<file path="config.mk">
export PLATFORM = sky130hd
export DESIGN_NAME = led_scan_rx
export DESIGN_NICKNAME = d
export VERILOG_FILES = /design/src/rtl/led_scan_rx.sv
export SDC_FILE = /design/constraint.sdc
export NUM_CORES = 1
export LEC_CHECK = 0
export ABC_AREA = 1
export CAP_MARGIN = 10
export CORE_MARGIN = 5
export CORE_UTILIZATION = 56
export CTS_BUF_LIST = sky130_fd_sc_hd__clkbuf_4 sky130_fd_sc_hd__clkbuf_8 sky130_fd_sc_hd__clkbuf_16
export DETAILED_ROUTE_END_ITERATION = 16
export PLACE_DENSITY = 0.8
export SKIP_CTS_REPAIR_TIMING = 1
export SYNTH_ARGS = -nofsm -noshare
export SYNTH_HDL_FRONTEND = slang
export SYNTH_SLANG_ARGS = --single-unit
</file>
<file path="constraint.sdc">
create_clock -name clk -period 6.4 [get_ports clk]
set_input_delay 0.96 -clock clk [delete_from_list [all_inputs] [get_ports clk]]
set_output_delay 0.96 -clock clk [all_outputs]
set_load 0.02 [all_outputs]
</file>
<file path="src/rtl/led_scan_rx.sv">
// led_scan_rx: rebuilds a six-digit seven-segment image from a multiplexed scan bus
// Ports:
//   clk, rst_n        50 MHz clock, asynchronous active-low reset
//   i_seg_enb[5:0]    active-low one-cold digit enables, bit k selects digit k
//   i_seg[6:0]        segment pattern {a,b,c,d,e,f,g} of the selected digit
//   i_seg_dp          decimal point of the selected digit
//   o_six_digit_seg   captured image, digit k at [7k+6:7k]
//   o_six_dp          captured decimal points, bit k for digit k
//   o_digit_bcd       per-digit decode, digit k at [4k+3:4k] (E blank, F invalid)
//   o_frame_valid     high while a complete, non-stale frame is held
//   o_frame_stb       one-cycle pulse per completed frame
//   o_err_multi       one-cycle pulse on a capture with several enables low
module led_scan_rx #(
   parameter int SETTLE_CYC  = 4,
   parameter int TIMEOUT_CYC = 200000
) (
   input  logic        clk,
   input  logic        rst_n,
   input  logic [5:0]  i_seg_enb,
   input  logic [6:0]  i_seg,
   input  logic        i_seg_dp,
   output logic [41:0] o_six_digit_seg,
   output logic [5:0]  o_six_dp,
   output logic [23:0] o_digit_bcd,
   output logic        o_frame_valid,
   output logic        o_frame_stb,
   output logic        o_err_multi
);
   localparam logic [13:0] SYNC_RST = {6'h3f, 8'h00};
   localparam logic [7:0]  SETTLE   = 8'(SETTLE_CYC);
   localparam logic [23:0] TIMEOUT  = 24'(TIMEOUT_CYC);
   // bus packed as {enb, seg, dp}: first sync flop, synced value, synced value one cycle earlier
   logic [13:0] sm, ss, sp;
   logic [7:0]  stab;
   logic [23:0] tcnt;
   logic [5:0]  seen;
   logic [2:0]  zeros, idx;
   logic        cap, valid, multi, done, expire;
   always_ff @(posedge clk or negedge rst_n) begin
      if (!rst_n) begin
         sm <= SYNC_RST;
         ss <= SYNC_RST;
         sp <= SYNC_RST;
      end else begin
         sm <= {i_seg_enb, i_seg, i_seg_dp};
         ss <= sm;
         sp <= ss;
      end
   end
   // saturating run length of an unchanged bus; the capture fires on the single step into saturation
   always_ff @(posedge clk or negedge rst_n) begin
      if (!rst_n) stab <= '0;
      else stab <= (ss != sp) ? '0 : (stab == SETTLE) ? stab : stab + 8'd1;
   end
   assign cap = (ss == sp) && (stab == SETTLE - 8'd1);
   always_comb begin
      zeros = '0;
      idx   = '0;
      for (int k = 0; k < 6; k++)
         if (!ss[8+k]) begin
            zeros = zeros + 3'd1;
            idx   = 3'(k);
         end
   end
   assign valid  = cap && (zeros == 3'd1);
   assign multi  = cap && (zeros > 3'd1);
   assign done   = valid && (idx == 3'd5) && (&seen[4:0]);
   // a valid capture in the expiry cycle wins over the timeout
   assign expire = !valid && (tcnt == TIMEOUT - 24'd1);
   always_ff @(posedge clk or negedge rst_n) begin
      if (!rst_n) begin
         o_six_digit_seg <= '0;
         o_six_dp        <= '0;
         o_frame_valid   <= 1'b0;
         o_frame_stb     <= 1'b0;
         o_err_multi     <= 1'b0;
         seen            <= '0;
         tcnt            <= '0;
      end else begin
         o_frame_stb   <= done;
         o_err_multi   <= multi;
         tcnt          <= valid ? '0 : (tcnt == TIMEOUT) ? tcnt : tcnt + 24'd1;
         for (int k = 0; k < 6; k++)
            if (valid && idx == 3'(k)) begin
               o_six_digit_seg[7*k +: 7] <= ss[7:1];
               o_six_dp[k]               <= ss[0];
            end
         o_frame_valid <= done ? 1'b1 : expire ? 1'b0 : o_frame_valid;
         // digit 5 always closes the frame attempt, complete or not
         seen          <= valid ? ((idx == 3'd5) ? 6'd0 : seen | (6'd1 << idx)) : expire ? 6'd0 : seen;
      end
   end
   function automatic logic [3:0] dec(input logic [6:0] p);
      case (p)
         7'b1111110: dec = 4'd0;
         7'b0110000: dec = 4'd1;
         7'b1101101: dec = 4'd2;
         7'b1111001: dec = 4'd3;
         7'b0110011: dec = 4'd4;
         7'b1011011: dec = 4'd5;
         7'b1011111: dec = 4'd6;
         7'b1110000: dec = 4'd7;
         7'b1111111: dec = 4'd8;
         7'b1110011: dec = 4'd9;
         7'b0000000: dec = 4'hE;
         default:    dec = 4'hF;
      endcase
   endfunction
   always_comb
      for (int k = 0; k < 6; k++) o_digit_bcd[4*k +: 4] = dec(o_six_digit_seg[7*k +: 7]);
endmodule

</file>
### Word level (Yosys, flattened, before mapping)

Cells that the tools add are included.
W data, S select, Z words.

| word-level totals | value |
|---|---|
| register bits | 131 |
| latch bits | 0 |
| memory bits (writable) | 0 |
| memory bits (read-only) | 0 |
| bits of input ports | 16 |
| output and inout bits | 75 |
| memories | 0 |

| cells by class | value |
|---|---|
| add/sub/neg operators | 7 |
| multipliers | 0 |
| divide/modulo/power cells | 0 |
| magnitude comparators | 1 |
| equal/unequal tests | 74 |
| shift operators | 1 |
| mux-type cells | 26 |
| bitwise logic cells | 1 |
| reduce and logical (&&, ||, !) cells | 22 |

Operator list:

| kind | count |
|---|---|
| $eq A7 B7 Y1 const B | 48 |
| $pmux W4 S11 | 6 |
| $eq A7 B6 Y1 const B | 12 |
| $eq A24 B18 Y1 const B | 2 |
| $mux W24 | 2 |
| $logic_not A7 Y1 | 6 |
| $mux W3 | 9 |
| $add A24 B1 Y24 const B | 1 |
| $mux W6 | 3 |
| $mux W8 | 2 |
| $add A3 B1 Y3 const B | 5 |
| $eq A14 B14 Y1 | 1 |
| $ne A14 B14 Y1 | 1 |
| $logic_and A1 B1 Y1 | 11 |
| $add A8 B1 Y8 const B | 1 |
| $eq A8 B2 Y1 const B | 1 |
| $eq A8 B3 Y1 const B | 1 |
| $eq A3 B1 Y1 const B | 2 |
| $eq A3 B2 Y1 const B | 2 |
| $eq A3 B3 Y1 const B | 2 |
| $or A6 B6 Y6 | 1 |
| $shl A1 B3 Y6 const A | 1 |
| $reduce_and A5 Y1 | 1 |
| $mux W1 | 4 |
| 5 further kinds | 7 |

### Logic depth before layout (Yosys ltp)

| logic depth | value |
|---|---|
| depth in word-level cells | 17 |
| depth in mapped cells | 23 |
| depth with buffers taken out | 23 |

### Worst setup path before layout

OpenSTA, ideal clock, no wires.

| timing path | value |
|---|---|
| path kind | register to register |
| from | reg ss[8] |
| to | reg o_six_digit_seg[21] |
| library setup time | 0.066 ns |
| arrival time | 3.147 ns |
| setup slack | 3.187 ns |
| cell stages (with the launch flop) | 22 |
| path buffers | 2 |
| period minus slack after synthesis | 3.213 ns |
| path through | dfstp_2 inv_1 ha_1 inv_1 nand2_1 nand2_2 inv_1 ha_1 nand2_1 nand2_1 xor2_1 o21ai_0 ha_1 o22ai_1 inv_1 nand2_1 nand3_1 nor2_4 buf_6 buf_4 nand4_1 nand2_1 |

| between the ends | value |
|---|---|
| longest elaborated chain between the ends | 14 |
| elaborated cells on any way between the ends | 16 |

RTL lines:

| element | RTL line | source |
|---|---|---|
| from (decl) | 33 | `logic [13:0] sm, ss, sp;` |
| from (signal assigned) | 46 | `ss <= sm;` |
| $mux W1 | 60 | `if (!ss[8+k]) begin` |
| $add A3 B1 Y3 | 61 | `zeros = zeros + 3'd1;` |
| $mux W3 | 60 |  |
| $add A3 B1 Y3 | 61 |  |
| $mux W3 | 60 |  |
| $add A3 B1 Y3 | 61 |  |
| $mux W3 | 60 |  |
| $add A3 B1 Y3 | 61 |  |
| $mux W3 | 60 |  |
| $add A3 B1 Y3 | 61 |  |
| $mux W3 | 60 |  |
| $eq A3 B1 Y1 | 65 | `assign valid = cap && (zeros == 3'd1);` |
| $logic_and A1 B1 Y1 (*) | 65 |  |
| $logic_and A1 B1 Y1 (*) | 84 | `if (valid && idx == 3'(k)) begin` |
| to (signal, indexed assignment) | 85 | `o_six_digit_seg[7*k +: 7] <= ss[7:1];` |
| to (decl) | 22 | `output logic [41:0] o_six_digit_seg,` |

Mark *: on every way between the ends. The rest lies on a longest branch, timed or not.
A chain may end at the register's enable or synchronous reset.

### Final worst setup path

| timing path | value |
|---|---|
| from | reg ss[9] |
| to | reg o_six_digit_seg[2] |

| between the ends | value |
|---|---|
| longest elaborated chain between the ends | 12 |
| elaborated cells on any way between the ends | 20 |

RTL lines:

| element | RTL line |
|---|---|
| $mux W3 | 60 |
| $add A3 B1 Y3 | 61 |
| $mux W3 | 60 |
| $add A3 B1 Y3 | 61 |
| $mux W3 | 60 |
| $add A3 B1 Y3 | 61 |
| $mux W3 | 60 |
| $add A3 B1 Y3 | 61 |
| $mux W3 | 60 |
| $eq A3 B1 Y1 | 65 |
| $logic_and A1 B1 Y1 | 65 |
| $logic_and A1 B1 Y1 (*) | 84 |

Marked as above.

==> impl.org <==
** Layout
- Cells with a size suffix above 1 make up 6.57% of the layout.
- After routing the design area is 8810 sq um.
- Nets :: 1,080
- The filler cells instantiated in the layout total 1,061.
- Post-layout utilization of the core :: 69.5%
- Register Area :: 3280 sq um
- The area growth from synthesis to layout is 21.7%.
- Summing all multi-input logic gate instances after layout gives 3310 sq um.
- Number of antenna diodes :: 0
- Most frequent standard cell in the layout excluding fill and tap cells :: sky130_fd_sc_hd__nand2_1
- Highest-count cells in the layout ignoring fill and taps :: sky130_fd_sc_hd__nand2_1 (271), sky130_fd_sc_hd__inv_1 (120), sky130_fd_sc_hd__dfrtp_1 (112)

** Yosys
- After synthesis the netlist holds a flip-flop and latch count of 130.
- Averaged over all synthesized cells, the footprint is 7.50 sq um.
- Count of synthesis-stage warnings from yosys :: 0
- Combined area of all synthesized cells :: 7240 sq um
- EDFF count, synth :: 0
- Synth Net Count :: 992
- For this run, asynchronously set or reset flops after synthesis account for 100%.
- In the synthesized netlist the dominant register cell turns out to be sky130_fd_sc_hd__dfrtp_1.
- Proportion of synthesized chip area in sequential cells :: 45.3%
- Fraction of synthesized cell area taken by the top area cell type :: 38.7%
- In this run, distinct cell masters in the synthesized netlist total 40.
- Biggest area consumer among synthesized cells :: sky130_fd_sc_hd__dfrtp_1
- Number of instances in the synthesized netlist :: 965
- After synthesis, the cell types taking the most area are sky130_fd_sc_hd__dfrtp_1 (39%), sky130_fd_sc_hd__nand2_1 (14%), sky130_fd_sc_hd__dfstp_2 (6.5%), sky130_fd_sc_hd__inv_1 (6.2%), sky130_fd_sc_hd__nand4_1 (6.0%).

** Critical path
- Endpoint type of the worst setup path :: flop
- The worst register-to-register path begins at ss[9].
- At the worst endpoint, the required time is 6.69 ns.
- Startpoint Class :: flop
- Critical Path Max Stage Delay :: 0.71 ns
- The critical path goes through inv_1 -> ha_1 -> inv_1 -> nand2_1 -> nand2_2 -> inv_1 -> ha_1 -> nand2_1 -> nand2_1 -> xor2_1 -> o21ai_0 -> ha_1 -> o22ai_1 -> inv_1 -> nand2_1 -> nand3_1 -> nor2_4 -> nand3_1 -> nand2_1 -> nand2_1.
- On the critical path, the stage with the largest delay is an instance of sky130_fd_sc_hd__nor2_4.
- Maximum fanout along the worst path :: 43
- In this run the register-to-register setup slack is 2.16 ns.
- The most numerous cell type found on the critical path is sky130_fd_sc_hd__nand2_1.
- For the worst flop-to-flop path, the logic depth is 20.
- The setup path with the least slack is of type reg -> reg.
- Data on the critical path arrives at its endpoint at 4.53 ns.
- The worst register-to-register path ends at o_six_digit_seg[2].

** Floorplan
- Die area :: 15,300 sq um
- The floorplan has 41 rows.
- 91 I/O pins were placed.
- For this configuration, the core starts out at a cell density of 57.1%.
- Die width :: 124 microns
- Core region area :: 12,700 sq um
- Height of the chip :: 124 microns

** STA
- Final Hold Viols :: 0
- Slew of the pin with the lowest slew margin :: 0.862 ns
- Final setup viols :: 0
- Final worst clock skew :: 0.00465 ns
- Share of the clock period used by the worst path :: 66.2%
- The max-slew violation count was 0.
- Minimum clock period :: 4.24 ns
- Fin Setup TNS :: 0 ns
- Maximum achievable frequency :: 0.236 GHz
- Slew Limit Headroom :: 42.4%
- On the final layout, the worst hold slack is 0.345 ns.
- Setup repair after global routing left no endpoint under its margin.

** Clocking
- Clock-pin transition on the worst setup and hold timing paths :: 0.05 ns
- The clock tree synthesis step divided the H-tree into 4 levels.
- No sink is reached through more buffers than the 2 on the longest clock path.
- Total CTS buffers :: 17
- Buffer cell driving the clock tree root :: sky130_fd_sc_hd__clkbuf_16
- CTS saw 130 sinks.
- Clock latency on the worst-skew pair, taken at its later pin, is 0.41 ns.
- TritonCTS built the clock tree.

** Min path
- Worst Hold Class :: reg -> reg
- The worst hold path was traced through 0 stages.
- The worst hold path terminates at ss[0].
- The worst hold path begins at sm[0].

** Drt
- Initial DRT Pass Iterations :: 5
- DR WL/cell :: 13.2 microns
- Dividing the detail-routed via count by the number of cells gives 5.37.
- In the routed design, unresolved DRC markers number 0.
- The routed layout has 6,637 vias.
- After detailed routing, the total wire length is 16,300 microns.
- Post-detailed-route count of antenna-violating nets :: 0
- Detailed router's first-iteration violation count :: 450

** Placed design
- The wire-length estimate of the detail-placed layout is 11,900 microns.
- Count of input and output buffers :: 90
- Final Wtd Congestion :: 0.965
- Total placed instance area :: 8200 sq um

** Global route
- For this run the aggregate overflow at the end of global routing stands at 0.
- Global-route wire length before repair :: 27,100 microns
- Entering global routing, the biggest net connects 74 pins.
- The initial antenna violation count came to 0.
- Total track usage :: 22.0%
- Number of global-route vias before repair :: 6,084

** Status
- The run finished with clean final reports.

** Pwr
- P per Cell Area :: 221 nW/um^2
- For this design the static power due to leakage is 4.20 nW.
- The worst-case IR drop observed on VDD is 0.169 mV.

** Job
- Total of max-cap violations :: 0
-- through the flow --
| stage | cells | total power [W] | setup WS [ns] |
|---|---|---|---|
| 2_1_floorplan | 965 | 0.000939 | 3.19 |
| 3_5_place_dp | 1206 | 0.000974 | 2.21 |
| 5_1_grt | 1237 | 0.00202 | 1.78 |
| 3_3_place_gp | 1206 | 0.000971 | 2.35 |
| 4_1_cts | 1237 | 0.00197 | 2.19 |
| 6_report | 1237 | 0.00195 | 2.16 |
-- worst max path at each step --
stage / depth (start not counted) / slack, ns / startpoint / to
floorplan: 21 / 3.19 / ss[8] / o_six_digit_seg[21]
finish: 20 / 2.16 / ss[9] / o_six_digit_seg[2]
global placement: 20 / 2.35 / ss[9] / o_six_digit_seg[26]
global route: 21 / 1.78 / ss[9] / o_six_digit_seg[21]
detailed placement: 20 / 2.21 / ss[9] / o_six_digit_seg[2]
CTS: 20 / 2.19 / ss[9] / o_six_digit_seg[2]
-- layout make-up --
cell class,instances,area share [%]
Sequential cell,130,37.2
Tap cell,172,2.44
Inverter,128,5.45
Timing Repair Buffer,93,10.5
Clock buffer,26,5.81
Clock inverter,5,1.14
Multi-Input combinational cell,683,37.5
-- synth_stat cells (2+ instances only) --
cell	number
sky130_fd_sc_hd__nor4b_1	2
sky130_fd_sc_hd__o31ai_1	5
sky130_fd_sc_hd__buf_2	11
sky130_fd_sc_hd__xnor2_1	3
sky130_fd_sc_hd__nor3_1	40
sky130_fd_sc_hd__nand3_1	77
sky130_fd_sc_hd__o21ai_0	19
sky130_fd_sc_hd__inv_1	120
sky130_fd_sc_hd__nor3b_1	3
sky130_fd_sc_hd__clkinv_1	3
sky130_fd_sc_hd__buf_4	6
sky130_fd_sc_hd__nor2_1	107
sky130_fd_sc_hd__ha_1	11
sky130_fd_sc_hd__xor2_1	12
sky130_fd_sc_hd__dfrtp_1	112
sky130_fd_sc_hd__nor2_4	3
sky130_fd_sc_hd__inv_2	5
sky130_fd_sc_hd__buf_6	5
sky130_fd_sc_hd__a211oi_1	4
sky130_fd_sc_hd__nand2_1	271
sky130_fd_sc_hd__dfstp_2	18
sky130_fd_sc_hd__nand2_2	5
sky130_fd_sc_hd__a21oi_1	15
sky130_fd_sc_hd__nor4_1	24
sky130_fd_sc_hd__nand4_1	69
-- per-layer routing --
layer  vias to the layer above  track usage (%)  wire [microns]
met5                         -                0               0
met4                         0             7.40             351
met3                        37             4.95            1150
met2                       222             36.2            7790
met1                      3025             28.7            7040
li1                       3353                -               -
-- kinds of logic after synthesis --
| logic type | share of synthesized area (%) |
|---|---|
| AOI/OAI and AO/OA | 4.08 |
| xor gates and xnor gates | 1.82 |
| adders and majority gates | 1.90 |
| buffers and inverters | 9.06 |
| DFF | 45.3 |
| and+or+nand+nor | 37.9 |
-- state kept, by name, indices dropped and copies added, names as in the netlist --
signal and count:
o_frame_valid 1, stab 8, sp 14, tcnt 24
seen 5, ss 14, o_six_digit_seg 42, sm 14
o_six_dp 6, o_frame_stb 1, o_err_multi 1
-- critical path: cells and delay by family (launching register included) --
| kind | cells | cell delay, ns |
|---|---|---|
| simple gates | 10 | 1.94 |
| fa+ha+maj | 3 | 0.85 |
| flops | 1 | 0.58 |
| compound gates | 2 | 0.32 |
| buf+inv | 4 | 0.26 |
| xor+xnor | 1 | 0.15 |
-- report_power, final --
| part | total [W] | internal [W] | switching, W |
|---|---|---|---|
| combinational | 0.000101 | 0.0000316 | 0.0000695 |
| clock | 0.000989 | 0.000666 | 0.000323 |
| sequential | 0.000859 | 0.000841 | 0.0000179 |
Note: power is estimated with default switching activity, not from simulation.
